===== src/rtl/uart_pkg.sv =====
// Shared types and constants for the word-wide UART transmitter.
// Define PARITY_EN to add an even-parity bit to every byte frame.
package uart_pkg;

  localparam int unsigned DATA_BITS       = 8;
  localparam int unsigned BYTES_PER_WORD  = 4;
  localparam int unsigned CLK_DIV_DEFAULT = 5;

`ifdef PARITY_EN
  localparam int unsigned FRAME_BITS = DATA_BITS + 3;

  typedef enum logic [2:0] {
    IDLE   = 3'd0,
    START  = 3'd1,
    DATA   = 3'd2,
    PARITY = 3'd3,
    STOP   = 3'd4
  } txState_e;
`else
  localparam int unsigned FRAME_BITS = DATA_BITS + 2;

  typedef enum logic [2:0] {
    IDLE  = 3'd0,
    START = 3'd1,
    DATA  = 3'd2,
    STOP  = 3'd4
  } txState_e;
`endif

  localparam int unsigned WORD_BITS = FRAME_BITS * BYTES_PER_WORD;

  // Even parity: the extra bit makes the count of ones in the frame payload even.
  function automatic logic evenParity(input logic [DATA_BITS-1:0] payload);
    return ^payload;
  endfunction

endpackage


===== src/rtl/clock_divider.sv =====
// Bit-rate generator: a square wave toggling every CLK_DIV clocks, plus a
// one-cycle tick coinciding with each rising edge of that wave.
module clock_divider
  import uart_pkg::*;
#(
  parameter int unsigned CLK_DIV = CLK_DIV_DEFAULT
) (
  input  logic clock,
  input  logic rst,
  input  logic enable,
  output logic bit_clock,
  output logic bit_tick
);

  localparam logic [15:0] LAST_COUNT = 16'(CLK_DIV - 1);

  logic [15:0] count_q, count_d;
  logic        bitClock_q, bitClock_d;
  logic        wrap;

  // When stopped the divider parks at zero so the first tick after a
  // request always lands exactly CLK_DIV clocks later.
  always_comb begin
    wrap       = enable && (count_q == LAST_COUNT);
    count_d    = '0;
    bitClock_d = 1'b0;
    if (enable) begin
      count_d    = wrap ? 16'd0 : count_q + 16'd1;
      bitClock_d = wrap ? ~bitClock_q : bitClock_q;
    end
  end

  always_ff @(posedge clock or posedge rst) begin
    if (rst) begin
      count_q    <= '0;
      bitClock_q <= 1'b0;
    end else begin
      count_q    <= count_d;
      bitClock_q <= bitClock_d;
    end
  end

  assign bit_clock = bitClock_q;
  assign bit_tick  = wrap && !bitClock_q;

endmodule


===== src/rtl/shift_register_tx.sv =====
// Sends a 32-bit word as four LSB-first UART byte frames, low byte first.
// Define PARITY_EN to add an even-parity bit after each byte's data bits.
module shift_register_tx
  import uart_pkg::*;
#(
  parameter int unsigned CLK_DIV = CLK_DIV_DEFAULT
) (
  input  logic        clock,
  input  logic        rst,
  input  logic        enable,
  input  logic [31:0] data_in,
  output logic        tx_serial,
  output logic        tx_complete,
  output logic        bit_clock
);

  localparam logic [2:0] LAST_BIT  = 3'(DATA_BITS - 1);
  localparam logic [1:0] LAST_BYTE = 2'(BYTES_PER_WORD - 1);

  txState_e       state_q, state_d;
  logic [31:0]    word_q, word_d;
  logic [2:0]     bitIdx_q, bitIdx_d;
  logic [1:0]     byteIdx_q, byteIdx_d;
  logic           txSerial_q, txSerial_d;
  logic           txComplete_q, txComplete_d;
  logic [DATA_BITS-1:0] curByte;
  logic           divRun;
  logic           bitTick;

  // Keep the divider running through a whole word even if enable drops.
  assign divRun = enable || (state_q != IDLE);

  clock_divider #(
    .CLK_DIV (CLK_DIV)
  ) u_divider (
    .clock     (clock),
    .rst       (rst),
    .enable    (divRun),
    .bit_clock (bit_clock),
    .bit_tick  (bitTick)
  );

  assign curByte = word_q[{byteIdx_q, 3'b000} +: DATA_BITS];

  always_comb begin
    state_d      = state_q;
    word_d       = word_q;
    bitIdx_d     = bitIdx_q;
    byteIdx_d    = byteIdx_q;
    txSerial_d   = txSerial_q;
    txComplete_d = txComplete_q;

    if (bitTick) begin
      unique case (state_q)
        IDLE: begin
          if (enable) begin
            word_d       = data_in;
            bitIdx_d     = '0;
            byteIdx_d    = '0;
            txSerial_d   = 1'b0;
            txComplete_d = 1'b0;
            state_d      = START;
          end
        end

        // Also ends the one-bit-period completion pulse of a back-to-back word.
        START: begin
          txComplete_d = 1'b0;
          bitIdx_d     = '0;
          txSerial_d   = curByte[0];
          state_d      = DATA;
        end

        DATA: begin
          if (bitIdx_q == LAST_BIT) begin
            bitIdx_d = '0;
`ifdef PARITY_EN
            txSerial_d = evenParity(curByte);
            state_d    = PARITY;
`else
            txSerial_d = 1'b1;
            state_d    = STOP;
`endif
          end else begin
            bitIdx_d   = bitIdx_q + 3'd1;
            txSerial_d = curByte[bitIdx_q + 3'd1];
          end
        end

`ifdef PARITY_EN
        PARITY: begin
          txSerial_d = 1'b1;
          state_d    = STOP;
        end
`endif

        STOP: begin
          if (byteIdx_q == LAST_BYTE) begin
            txComplete_d = 1'b1;
            byteIdx_d    = '0;
            if (enable) begin
              word_d     = data_in;
              txSerial_d = 1'b0;
              state_d    = START;
            end else begin
              txSerial_d = 1'b1;
              state_d    = IDLE;
            end
          end else begin
            byteIdx_d  = byteIdx_q + 2'd1;
            txSerial_d = 1'b0;
            state_d    = START;
          end
        end

        default: begin
          txSerial_d   = 1'b1;
          txComplete_d = 1'b1;
          state_d      = IDLE;
        end
      endcase
    end
  end

  always_ff @(posedge clock or posedge rst) begin
    if (rst) begin
      state_q      <= IDLE;
      word_q       <= '0;
      bitIdx_q     <= '0;
      byteIdx_q    <= '0;
      txSerial_q   <= 1'b1;
      txComplete_q <= 1'b1;
    end else begin
      state_q      <= state_d;
      word_q       <= word_d;
      bitIdx_q     <= bitIdx_d;
      byteIdx_q    <= byteIdx_d;
      txSerial_q   <= txSerial_d;
      txComplete_q <= txComplete_d;
    end
  end

  assign tx_serial   = txSerial_q;
  assign tx_complete = txComplete_q;

endmodule


===== config.mk =====
export PLATFORM = sky130hd
export DESIGN_NAME = shift_register_tx
export DESIGN_NICKNAME = d
export VERILOG_FILES = /design/src/rtl/uart_pkg.sv /design/src/rtl/clock_divider.sv /design/src/rtl/shift_register_tx.sv
export SDC_FILE = /design/constraint.sdc
export NUM_CORES = 1
export LEC_CHECK = 0
export ABC_CLOCK_PERIOD_IN_PS = 3560
export BUFFER_PORTS_ARGS = -buffer_cell sky130_fd_sc_hd__buf_2
export CORE_MARGIN = 2
export CORE_UTILIZATION = 57
export CTS_CLUSTER_SIZE = 14
export DETAILED_ROUTE_END_ITERATION = 10
export HOLD_SLACK_MARGIN = 0.02
export PLACE_DENSITY = 0.75
export SKIP_LAST_GASP = 1
export SLEW_MARGIN = 40
export SYNTH_ARGS = -nofsm -noshare
export SYNTH_HDL_FRONTEND = slang
export SYNTH_HIERARCHICAL = 1
export SYNTH_SLANG_ARGS = --single-unit

===== constraint.sdc =====
create_clock -name clock -period 3.56 [get_ports clock]
set_input_delay 0.712 -clock clock [delete_from_list [all_inputs] [get_ports clock]]
set_output_delay 0.712 -clock clock [all_outputs]
set_load 0.02 [all_outputs]

==> run metrics, run 1 <==
outcome=finished clean; busiest layer in global routing=met2; Main synth FF type=dfrtp_1; Max IR drop VDD=0.000361 V; port buffer count=37; Starting DRT DRC Count=roughly 130; Worst setup SP type=flop; YS warnings=6; worst skew pair latency=around 350 ps; Lkg Pwr=around 1.7 nW; Initial DRT Pass Iterations=4; Mapped Cells=between 200 and 250; DR vias/cell=roughly 5.7; reg2reg start=u_divider/count_q[0]; Syn Area/Cell=11.9 um2; Max Freq=363 MHz; most frequent cells in the layout=dfrtp_1, buf_2, mux2_2; Req. time, crit path=3790 ps; layout cells sized above 1=35.7%; antenna viol nets, final=0; EDFF count, synth=0; Max Root-Sink Buffers=2; crit path from=u_divider/count_q[0]; Top Ports=38; core area=around 5000 um2; CTS Root Cell=clkbuf_8; count of standard-cell rows=26; CP max FO=32; setup TNS=0 ps; DR WL/cell=roughly 15 um; FF+latch count, synth=between 50 and 60; met2 usage=between 30% and 40%; Reg2Reg Capture Point=word_q[4]; Residual DRC=0; clock sinks=between 50 and 60; area of the die=5760 um2; Critical Path Sink=word_q[4]; Die W=between 70 and 80 um; first-pass GRT wire length=roughly 8.8 mm; Via Count=2,016; area overhead of the layout relative to synthesis=14.3%; Num CTS Buffers=9; setup violators final=0; sequential element share of the synthesized area=between 50% and 60%; worst reg2reg setup slack=approximately 810 ps; n_diodes=0; syn nets=between 200 and 300; Hold Vio Cnt, Final=0; clock-pin slew on the worst setup and hold paths=about 70 ps; met3 global-route usage=a little under 9%; H-tree depth=3; Tmin final=~2800 ps; count of cell types in the netlist=47; Worst Setup Path Type=reg -> reg; reg2reg path depth=9; vias in the first global route=~1,900; nets=approximately 320; Cell Area, Synth=2940 um2; HPWL Detailed=roughly 3.8 mm; initial antenna violation count=0; nature of the critical path endpoint=flop; routed wire length=5.47 mm; Worst slew margin=around 57%; die height=75.9 um; CTS resizes=0; Starting Density=approximately 58%; total global routing overflow=0; gpl congestion=0.829; Clock Skews=~7.6 ps; CTS tree=done; Slew Viols, Final=0; RSZ-0062 raised after global routing=false; Power per Cell Area=621 nW/um2; largest net degree at the start of global routing=between 40 and 50; ys async rst share=between 90% and 100%; Post CTS Setup Buffer Count=0; final hold slack=between 400 and 500 ps; Slew @ Worst Pin=639 ps; commonest non-fill, non-tap cell in the layout=dfrtp_1; arrival time worst endpoint=about 3000 ps; max cap viols=0; period utilisation layout=between 70% and 80%; M1 GR Usage=between 20% and 30%; Worst Hold Class=in -> async; Hold-fix buffers, CTS=0; Total Routing Usage GR=a little over a fifth
synth_stat cells (3+ instances only):
master / instances / area (um2)
nor3_1: 4 / 20.0
buf_2: 9 / 45.0
and4_1: 3 / 26.3
and2_1: 3 / 18.8
mux4_2: 5 / 113
and3_1: 3 / 18.8
clkbuf_1: 3 / 11.3
a211oi_1: 4 / 30.0
o21ai_0: 5 / 25.0
nand3_1: 3 / 15.0
ha_1: 5 / 62.6
a31oi_1: 3 / 18.8
nand2_1: 10 / 37.5
nand4_1: 9 / 56.3
nor2_1: 19 / 71.3
dfrtp_1: 57 / 1430
nor4_1: 3 / 18.8
a32o_1: 3 / 30.0
mux2_2: 33 / 372
nor2b_1: 8 / 50.1
inv_1: 6 / 22.5
xor2_1: 12 / 105
logic make-up (layout without fill, tap and decap cells):
family,after synthesis,count (layout),share of synthesized area (%)
simple gates,78,78,14.7
flops,59,59,50.2
mux,41,41,18.0
compound gates,27,27,6.67
buf+inv,23,62,4.08
xor+xnor,14,14,4.16
fa+ha+maj,5,5,2.12
power breakdown:
group / total, mW / internal, mW / leakage (nW) / switching [mW]
clock: 0.686 / 0.398 / 0.110 / 0.288
combinational: 0.519 / 0.240 / 0.748 / 0.279
sequential: 0.887 / 0.780 / 0.794 / 0.107
total: 2.09 / 1.42 / 1.65 / 0.674
state kept, by name (all words and copies together) (netlist names):
register,count
bitIdx_q,3
tx_serial,1
byteIdx_q,2
u_divider/count_q,16
u_divider/bit_clock,1
word_q,32
tx_complete,1
state_q,3
per-layer routing:
layer	vias to the layer above	share of wire [%]
met4	0	1.1
met2	45	50
met3	8	5.7
li1	965	-
met5	-	0
met1	998	43
layout make-up:
type,instances,area [um2]
fill,391,1680
inverter,7,26.3
timing repair buffer,39,200
clock buffer,9,124
tap,70,87.6
clock inverter,7,98.8
multi-input combinational,165,1350
sequential,59,1480
worst max-delay path, cell delays in order (launching register included):
cell	delay (ps)
dfrtp_1	420
inv_1	80
ha_1	130
nor4b_1	340
nand4_1	160
nor3b_2	510
and3_1	320
nand3b_2	90
buf_4	250
mux2_2	320
through the flow:
step           instance area (um2)  worst slack, ps  power [mW]  util, %  instances
2_1_floorplan                 2940              946        1.30        -        247
3_3_place_gp                  3140              588        1.39     62.2        340
3_5_place_dp                  3140              530        1.41     62.2        340
4_1_cts                       3360              500        2.11     66.7        356
5_1_grt                       3370              646        2.21     66.7        356
6_report                      3370              806        2.09     66.7        356
worst min-delay path by stage:
| stage | end | from | slack (ps) |
|---|---|---|---|
| 2_1_floorplan | u_divider/count_q[0] | u_divider/count_q[0] | 460 |
| 3_3_place_gp | u_divider/count_q[0] | u_divider/count_q[0] | 470 |
| 3_5_place_dp | word_q[1] | word_q[1] | 490 |
| 4_1_cts | u_divider/count_q[3] | rst | 460 |
| 5_1_grt | word_q[18] | word_q[18] | 510 |
| 6_report | u_divider/count_q[3] | rst | 450 |
(Power assumes the default switching activity.)
==> run 2, diff against run 1 <==
--- a/config.mk
+++ b/config.mk
@@ -5,14 +5,14 @@
 export SDC_FILE = /design/constraint.sdc
 export NUM_CORES = 1
 export LEC_CHECK = 0
-export ABC_CLOCK_PERIOD_IN_PS = 3560
+export ABC_CLOCK_PERIOD_IN_PS = 2400
 export BUFFER_PORTS_ARGS = -buffer_cell sky130_fd_sc_hd__buf_2
 export CORE_MARGIN = 2
-export CORE_UTILIZATION = 57
+export CORE_UTILIZATION = 52
 export CTS_CLUSTER_SIZE = 14
 export DETAILED_ROUTE_END_ITERATION = 10
 export HOLD_SLACK_MARGIN = 0.02
-export PLACE_DENSITY = 0.75
+export PLACE_DENSITY = 0.72
 export SKIP_LAST_GASP = 1
 export SLEW_MARGIN = 40
 export SYNTH_ARGS = -nofsm -noshare
==> constraint.sdc (replaced) <==
create_clock -name clock -period 2.4 [get_ports clock]
set_input_delay 0.48 -clock clock [delete_from_list [all_inputs] [get_ports clock]]
set_output_delay 0.48 -clock clock [all_outputs]
set_load 0.02 [all_outputs]
==> run 2 against run 1 <==
  * Sequential power grew 44%
  * Cell area grew 3.4%
  * Clock power grew 28%
  * Core utilization shrank 3.1 points
  * Register-to-register slack lost 620 ps
  * Power grew 45%
  * Combinational power grew 70%
  * Sequential share of layout area shrank 1.5 points
  * Largest cell class unchanged
  * Global-route usage shrank 0.33 points
  * Clock-buffer cell count grew 1
  * Flip-flop and latch count is the same
==> run metrics, run 2 (same netlist as run 1, synthesis figures left out) <==
vias in the first global route=2,135 (+15%); Req. time, crit path=2650 ps (-1140 ps); DR vias/cell=5.64 (-0.44%); HPWL Detailed=4.21 mm (+12%); FILL cells=458 (+17%); Largest register FFs=32 (unchanged); setup TNS=0 ps (unchanged); Worst slew margin=54.3% (-3.1 points); area overhead of the layout relative to synthesis=18.2%; Slew @ Worst Pin=685 ps (+46.1 ps); initial antenna violation count=0 (unchanged); Top Registers=word_q (32), u_divider/count_q (16); Lkg Pwr=1.73 nW (+5.0%); nature of the critical path endpoint=flop; Most flops, register=word_q; Tmin final=2210 ps (-544 ps); Worst Hold Class=in -> async; clock sinks=59 (unchanged); Top Ports=38 (unchanged); H-tree depth=3 (unchanged); gpl congestion=0.857 (+3.5%); largest net degree at the start of global routing=24 (-44%); Power per Cell Area=873 nW/um2 (+40%); Worst Setup Path Type=reg -> reg; CTS tree=done; Clock Skews=12.6 ps (+5.01 ps); max cap viols=0 (unchanged); routed wire length=5.86 mm (+7.2%); clock-pin slew on the worst setup and hold paths=70 ps (about the same); Slew Viols, Final=0 (unchanged); Num CTS Buffers=9 (unchanged); nets=333 (+3.7%); CTS Root Cell=clkbuf_8; area of the die=6280 um2 (+9.1%); worst skew pair latency=330 ps (-20 ps); setup violators final=0 (unchanged); most frequent cells in the layout=dfrtp_1, buf_2, mux2_2; commonest non-fill, non-tap cell in the layout=dfrtp_1; fin area=3480 um2 (+3.4%); antenna viol nets, final=0 (unchanged); outcome=finished clean; Total Routing Usage GR=20.8% (-0.33 points); Starting DRT DRC Count=168 (+30%); RSZ-0062 raised after global routing=false; Max Freq=452 MHz (+25%); final hold slack=204 ps (-245 ps); DR WL/cell=15.8 um (+3.1%); Reg2Reg Capture Point=tx_serial; Worst setup SP type=flop; arrival time worst endpoint=2470 ps (-520 ps); first-pass GRT wire length=9.85 mm (+12%); Post CTS Setup Buffer Count=0 (unchanged); die height=79.2 um (+4.4%); reg2reg path depth=10 (+1); Post-DP Area=3260 um2 (+3.7%); Initial DRT Pass Iterations=4 (unchanged); n_diodes=0 (unchanged); Via Count=2,086 (+3.5%); Die W=79.2 um (+4.4%); CP max FO=9 (-72%); core area=5470 um2 (+8.5%); worst reg2reg setup slack=190 ps (-620 ps); port buffer count=37 (unchanged); layout cells sized above 1=39.3% (+3.6 points); Max IR drop VDD=0.000529 V (+46%); period utilisation layout=92.1% (+15 points); final core occ=63.6% (-3.1 points); Hold Vio Cnt, Final=0 (unchanged); count of standard-cell rows=27 (+3.8%); total global routing overflow=0 (unchanged); Max Root-Sink Buffers=2 (unchanged); Residual DRC=0 (unchanged); reg2reg start=u_divider/count_q[3]; Starting Density=53.8% (-4.6 points); crit path from=u_divider/count_q[3]
run 2: cell types whose count changed in the layout (fill, tap and decap cells not counted), sizes merged:
cell	before	now
buf	39	51
bufinv	2	1
clkbuf	9	10
clkinv	2	3
inv	9	8
run 2: worst max-delay path by stage:
stage | to | cells after the start
2_1_floorplan | word_q[0] | 9
3_3_place_gp | tx_serial | 11
3_5_place_dp | tx_serial | 11
4_1_cts | tx_serial | 11
5_1_grt | tx_serial | 11
6_report | tx_serial | 10
run 2: per-stage QoR:
| step | std cells | setup WS, ps | power (mW) |
|---|---|---|---|
| after floorplan | 247 | 12.7 | 1.93 |
| after global placement | 354 | 179 | 2.13 |
| after detailed placement | 354 | 29.6 | 2.15 |
| after CTS | 370 | 8.28 | 3.04 |
| after global routing | 370 | 7.64 | 3.24 |
| final | 370 | 190 | 3.04 |
run 2: power by group:
group	leakage, nW	switching (mW)	internal [mW]	total [mW]
combinational	0.844	0.462	0.420	0.882
clock	0.0966	0.395	0.481	0.876
sequential	0.794	0.122	1.16	1.28
total	1.73	0.979	2.06	3.04
run 2: area by class of cell:
type                    instances  area [um2]  share of cell area, %
multi-input cells             165        1390                   39.9
clock inverters                 6        65.1                   1.87
inverters                       7        26.3                  0.755
repair buffers                 51         303                   8.70
flip-flops and latches         59        1480                   42.5
well taps                      72        90.1                   2.59
clock buffers                  10         128                   3.67
run 2: metal layers:
layer	share of wire (%)	wire (um)	GRT usage [%]
met2	47	2780	32.5
met1	45	2650	27.3
met3	5.3	310	6.25
met5	0	0	0
met4	2.1	122	8.10
run 2: what timing repair did:
action	in CTS	in global routing
hold endpoints to repair	0	0
setup endpoints to repair	0	36
gates resized for setup	0	5
hold buffers	0	0
run 2: worst max-delay path, cell delays in order, from the launching register on:
cell and delay, ps:
dfrtp_1 440, nor4b_2 290, buf_4 160, nand4_1 110, nor3b_2 220, buf_4 180
nand2b_1 90, nor4_2 230, a31oi_1 90, a211oi_1 220, a211oi_1 100
